## src/rtl/port_out_pkg.sv

```systemverilog
// Shared port map and PBout select encodings for the processor I/O port pair.
package port_out_pkg;

    // Default port_id assignments, shared with the input-side mux
    localparam logic [7:0] ADDR_SEL   = 8'h00;
    localparam logic [7:0] ADDR_LED   = 8'h01;
    localparam logic [7:0] ADDR_DISP0 = 8'h02;
    localparam logic [7:0] ADDR_DISP1 = 8'h03;
    localparam logic [7:0] ADDR_TX    = 8'h04;
    localparam logic [7:0] ADDR_CLR   = 8'h05;

    // PBout values steering the input-port multiplexer
    typedef enum logic [1:0] {
        SEL_DATA  = 2'd0,
        SEL_BYTE0 = 2'd1,
        SEL_BYTE1 = 2'd2,
        SEL_BCD   = 2'd3
    } sel_e;

endpackage

```

## src/rtl/sync_fifo.sv

```systemverilog
// Single-clock FIFO with registered count; head data is gated to zero when empty.
module sync_fifo #(
    parameter int WIDTH = 8,
    parameter int DEPTH = 4
) (
    input  logic                       clk,
    input  logic                       rst,
    input  logic                       push,
    input  logic                       pop,
    input  logic [WIDTH-1:0]           din,
    output logic [WIDTH-1:0]           dout,
    output logic                       full,
    output logic                       empty,
    output logic [$clog2(DEPTH):0]     count
);

    localparam int PW = $clog2(DEPTH);

    logic [WIDTH-1:0] mem [DEPTH];
    logic [PW-1:0]    wr_ptr;
    logic [PW-1:0]    rd_ptr;
    logic             do_push;
    logic             do_pop;

    assign full    = (count == (PW+1)'(DEPTH));
    assign empty   = (count == '0);
    // A pop in the same cycle frees the slot a full FIFO would otherwise lack
    assign do_pop  = pop && !empty;
    assign do_push = push && (!full || do_pop);
    assign dout    = empty ? '0 : mem[rd_ptr];

    // Storage array; contents are only meaningful under the count, so no reset
    always_ff @(posedge clk) begin
        if (do_push) begin
            mem[wr_ptr] <= din;
        end
    end

    // Pointers and occupancy count; pointers wrap naturally modulo DEPTH
    always_ff @(posedge clk) begin
        if (rst) begin
            wr_ptr <= '0;
            rd_ptr <= '0;
            count  <= '0;
        end else begin
            if (do_push) begin
                wr_ptr <= wr_ptr + 1'b1;
            end
            if (do_pop) begin
                rd_ptr <= rd_ptr + 1'b1;
            end
            case ({do_push, do_pop})
                2'b10:   count <= count + 1'b1;
                2'b01:   count <= count - 1'b1;
                default: count <= count;
            endcase
        end
    end

endmodule

```

## src/rtl/port_out_demux.sv

```systemverilog
// Decodes processor OUT writes into registered output ports and a TX FIFO.
module port_out_demux #(
    parameter int         FIFO_DEPTH = 4,
    parameter logic [7:0] ADDR_SEL   = port_out_pkg::ADDR_SEL,
    parameter logic [7:0] ADDR_LED   = port_out_pkg::ADDR_LED,
    parameter logic [7:0] ADDR_DISP0 = port_out_pkg::ADDR_DISP0,
    parameter logic [7:0] ADDR_DISP1 = port_out_pkg::ADDR_DISP1,
    parameter logic [7:0] ADDR_TX    = port_out_pkg::ADDR_TX,
    parameter logic [7:0] ADDR_CLR   = port_out_pkg::ADDR_CLR
) (
    input  logic       clk,
    input  logic       rst,
    input  logic [7:0] port_id,
    input  logic [7:0] out_port,
    input  logic       write_strobe,
    output logic [1:0] PBout,
    output logic [7:0] LED,
    output logic [7:0] DISP0,
    output logic [7:0] DISP1,
    output logic       disp_upd,
    output logic [7:0] tx_data,
    output logic       tx_valid,
    input  logic       tx_ready,
    output logic       tx_full,
    output logic       overflow
);

    import port_out_pkg::*;

    logic                        wr_sel;
    logic                        wr_led;
    logic                        wr_disp0;
    logic                        wr_disp1;
    logic                        wr_tx;
    logic                        wr_clr;
    logic                        tx_pop;
    logic                        fifo_empty;
    logic [$clog2(FIFO_DEPTH):0] fifo_count;
    sel_e                        sel_next;

    assign wr_sel   = write_strobe && (port_id == ADDR_SEL);
    assign wr_led   = write_strobe && (port_id == ADDR_LED);
    assign wr_disp0 = write_strobe && (port_id == ADDR_DISP0);
    assign wr_disp1 = write_strobe && (port_id == ADDR_DISP1);
    assign wr_tx    = write_strobe && (port_id == ADDR_TX);
    assign wr_clr   = write_strobe && (port_id == ADDR_CLR);

    assign tx_valid = !fifo_empty;
    assign tx_pop   = tx_valid && tx_ready;
    assign sel_next = sel_e'(out_port[1:0]);

    // Output port registers loaded by matching processor writes
    always_ff @(posedge clk) begin
        if (rst) begin
            PBout    <= SEL_DATA;
            LED      <= '0;
            DISP0    <= '0;
            DISP1    <= '0;
            disp_upd <= 1'b0;
        end else begin
            if (wr_sel) begin
                PBout <= sel_next;
            end
            if (wr_led) begin
                LED <= out_port;
            end
            if (wr_disp0) begin
                DISP0 <= out_port;
            end
            if (wr_disp1) begin
                DISP1 <= out_port;
            end
            disp_upd <= wr_disp0 || wr_disp1;
        end
    end

    // Sticky overflow: a TX push that finds the FIFO full with no pop to make room
    always_ff @(posedge clk) begin
        if (rst) begin
            overflow <= 1'b0;
        end else if (wr_clr) begin
            overflow <= 1'b0;
        end else if (wr_tx && tx_full && !tx_pop) begin
            overflow <= 1'b1;
        end
    end

    sync_fifo #(
        .WIDTH (8),
        .DEPTH (FIFO_DEPTH)
    ) u_tx_fifo (
        .clk   (clk),
        .rst   (rst),
        .push  (wr_tx),
        .pop   (tx_pop),
        .din   (out_port),
        .dout  (tx_data),
        .full  (tx_full),
        .empty (fifo_empty),
        .count (fifo_count)
    );

endmodule
```

## config.mk

```make
export PLATFORM = sky130hd
export DESIGN_NAME = port_out_demux
export DESIGN_NICKNAME = d
export VERILOG_FILES = /design/src/rtl/port_out_pkg.sv /design/src/rtl/sync_fifo.sv /design/src/rtl/port_out_demux.sv
export SDC_FILE = /design/constraint.sdc
export NUM_CORES = 1
export LEC_CHECK = 0
export CAP_MARGIN = 20
export CORE_MARGIN = 3
export CORE_UTILIZATION = 46
export DETAILED_ROUTE_END_ITERATION = 7
export GPL_TIMING_DRIVEN = 0
export PLACE_DENSITY_LB_ADDON = 0.15
export SLEW_MARGIN = 10
export SYNTH_ARGS = -nofsm -noshare
export SYNTH_HDL_FRONTEND = slang
export SYNTH_HIERARCHICAL = 1
export SYNTH_SLANG_ARGS = --single-unit
```

## constraint.sdc

```tcl
create_clock -name clk -period 2.5 [get_ports clk]
set_input_delay 0.625 -clock clk [delete_from_list [all_inputs] [get_ports clk]]
set_output_delay 0.625 -clock clk [all_outputs]
set_load 0.01 [all_outputs]
```

==> summary.md, run 1 <==
| Metric | Value |
|---|---|
| Critical Path Max Stage Delay | `0.44 ns` |
| Max Freq | `413 MHz` |
| WHS | `approximately 0.48 ns` |
| Slowest stage cell on the critical path | `clkdlybuf4s50_1` |
| Fin crit period | `2.42 ns` |
| # Max-Cap Violations | `0` |
| # IOs | `58` |
| Reg area | `1700 sq um` |
| Synth top area share | `32.9%` |
| Routed vias/inst | `4.93` |
| CTS tree | `yes` |
| Cells after DPL | `351` |
| Vias in the first global route | `1872` |
| Root buf cell | `clkbuf_8` |
| Antenna violations before repair | `0` |
| Max_slew headroom | `~65%` |
| Worst Reg-to-Reg Cells | `13` |
| Post-DP HPWL | `3880 microns` |
| Post-Syn Nets | `245` |
| Hold Fails Final Rpt | `0` |
| Die height | `85.7 microns` |
| Power Density | `around 570 nW/um^2` |
| Syn Area/Cell | `roughly 13 sq um` |
| FP Rows | `28` |
| Status | `complete, no violations` |
| Critical Path Start Type | `input port` |
| H-tree depth | `3` |
| Critical Path AT | `~2.7 ns` |
| Grt total ovfl | `0` |
| CTS Buffer Depth | `2` |
| Skew-Pair Late Insertion Delay | `0.33 ns` |
| Crit. End Element | `flop` |
| Die Wd | `85.7 microns` |
| Synth warn | `6` |
| Share of cells above drive strength 1 | `16.6%` |
| GPL Wtd Cong | `~0.71` |
| Leak Pwr | `1.55 nW` |
| Largest area contributor in the netlist | `edfxtp_1` |
| Pin count of the biggest net entering global routing | `13` |
| Area Overhead vs Synth | `34.7%` |
| DRC viols | `0` |
| Post-synthesis cell count | `219` |
| Port Buf Inserts | `57` |
| Clk sinks | `just under 70` |
| First-pass GRT wire length | `roughly 9500 microns` |
| Clock buffer count from CTS | `9` |
| Iteration-0 DRC Markers | `80` |
| CP Max Fanout | `2` |
| Vias after detailed routing | `roughly 1900` |
| Gr usage total | `around 17%` |
| RSZ-0062 raised after global routing | `true` |
| Setup violations, final | `0` |
| Syn Std Cell Area | `~2900 sq um` |
| Netlist cell types | `35` |
| CP required | `2.77 ns` |
| Sequential share of the synthesized area | `approximately three fifths` |
| Worst Path Class, Setup | `input port to flop` |
| #FFs+latches synth | `69` |
| Hold depth | `2` |
| Critical-path cell list | `clkdlybuf4s50_1 -> nor4_4 -> nand2_1 -> nor2_1 -> a21boi_4 -> inv_1 -> ha_2 -> inv_1 -> fa_2 -> xor2_1 -> or3_1 -> a21oi_1` |
| Final Skew | `0.00516 ns` |
| Reg clk slew, reported paths | `0.07 ns` |
| Worst slew pin tran | `0.516 ns` |
| Ranking of synthesized cells by area | `edfxtp_1 (33%), dfxtp_1 (25%), mux2i_1 (9.3%)` |
| Setup TNS | `0 ns` |
| Full die area | `between 7000 and 8000 sq um` |
| VDD IR max | `between 0.3 and 0.4 mV` |
| Routed Antenna Nets | `0` |
| Total power | `2.24 mW` |
| Ant. Diodes | `0` |
| Initial Util | `between 40 and 50%` |
| Drt pass-1 iters | `4` |
| Fin. max-slew vios | `0` |
| Hold Crit Class | `flop to flop` |
| Area of the multi-input gates | `1160 sq um` |
| Core footprint | `6030 sq um` |
| Finished Layout Cells | `376` |
| Wire length per cell | `around 15 microns` |
| Fin nets | `322` |
| Hold-fix buffers, CTS | `0` |
| Routed WL | `5720 microns` |
| CP most frequent cell | `inv_1` |
| Fin crit share | `around 97%` |
| # fillers | `approximately 470` |
area by class of cell:
class,count,share of cell area [%]
inverters,9,0.859
clock inverters,7,2.29
clock buffers,9,3.15
repair buffers,66,16.8
flip-flops and latches,69,43.3
plain buffers,10,1.78
well taps,75,2.39
multi-input cells,131,29.5
cell families after synthesis:
family | after synthesis | synth area share, %
flops | 69 | 58.3
mux | 36 | 15.9
simple gates | 77 | 17.0
fa+ha+maj | 6 | 2.83
buf+inv | 19 | 3.34
xor+xnor | 2 | 0.600
compound gates | 10 | 2.06
Yosys cell counts (all sizes together):
| cell type | number |
|---|---|
| and4bb | 1 |
| and3 | 3 |
| o21ai | 3 |
| edfxtp | 32 |
| a41oi | 1 |
| nor2b | 8 |
| mux2i | 27 |
| dfxtp | 37 |
| fa | 1 |
| mux2 | 1 |
| a21boi | 1 |
| inv | 9 |
| xor2 | 2 |
| nor4bb | 1 |
| nor3 | 2 |
| clkbuf | 5 |
| mux4 | 8 |
| ha | 5 |
| buf | 5 |
| and2 | 4 |
| nor4b | 1 |
| a21oi | 5 |
| nand3b | 2 |
| nand2b | 37 |
| nand3 | 2 |
| nor3b | 1 |
| or3 | 3 |
| nor4 | 1 |
| nor2 | 8 |
| nand2 | 3 |
worst paths after layout:
kind	start	end	slack, ns
worst max-delay path	port_id[7]	u_tx_fifo/count[2]$_SDFFE_PP0P_	0.08
worst min-delay path	DISP0[1]$_SDFFE_PP0P_	DISP0[1]$_SDFFE_PP0P_	0.48
worst max register to register	u_tx_fifo/count[2]$_SDFFE_PP0P_	u_tx_fifo/count[2]$_SDFFE_PP0P_	0.12
worst min register to register	DISP0[1]$_SDFFE_PP0P_	DISP0[1]$_SDFFE_PP0P_	0.48
layout by cell type (no fill, tap or decap), types with 3 or more instances in the layout:
master and instances:
and2_1 4, dfxtp_1 37, mux2i_1 27, buf_4 7, clkbuf_1 4, nand2_1 3
inv_1 8, buf_6 5, nor2b_1 8, edfxtp_1 32, o21ai_0 3, nand2b_1 37
ha_1 4, clkbuf_8 9, dlymetal6s2s_1 6, dlygate4sd2_1 8, nor2_1 8, clkdlybuf4s50_1 43
mux4_2 8, or3_1 3, a21oi_1 5
timing repair:
item                                    CTS  global route
endpoints found under the setup margin   42            37
gates resized for setup                  14             8
pin swaps                                 3             2
buffers inserted                          4             5
gates cloned                              0             0
flip-flops by register name, summed over array words and instances (netlist names), 2 cells and up, named ones only:
signal            flops
PBout                 2
u_tx_fifo/count       3
u_tx_fifo/mem        32
u_tx_fifo/rd_ptr      2
DISP0                 8
LED                   8
DISP1                 8
u_tx_fifo/wr_ptr      2
power by group:
group	switching, mW	internal, mW	total [mW]
combinational	0.0395	0.0452	0.0847
sequential	0.000428	1.18	1.18
clock	0.417	0.556	0.974
total	0.457	1.78	2.24
layer usage:
| metal | track usage, % | share of wire [%] | vias to the layer above |
|---|---|---|---|
| met2 | 25.7 | 47 | 44 |
| li1 | - | - | 919 |
| met3 | 4.51 | 5.3 | 9 |
| met5 | 0 | 0 | - |
| met1 | 23.1 | 46 | 881 |
| met4 | 8.20 | 1.8 | 0 |
worst max-delay path: cells and delay by family:
family,cells,cell delay (ns)
xor+xnor,1,0.07
fa+ha+maj,2,0.39
simple gates,4,0.71
buf+inv,3,0.57
compound gates,2,0.32
metrics by stage:
step / util (%) / worst slack [ns] / cell area (sq um)
final: 65.3 / 0.0807 / 3930
after global routing: 65.3 / -0.0212 / 3930
after CTS: 64.1 / -0.0419 / 3860
after detailed placement: 59.7 / -0.709 / 3600
after global placement: 59.7 / -0.641 / 3600
after floorplan: - / -0.00460 / 2940
(Power assumes the default switching activity.)
==> run 2: changes to the inputs <==
- GPL_ROUTABILITY_DRIVEN: not set -> 0
==> results of run 2 <==
Same layout as run 1: the final DEF is identical, and so are final timing and power.
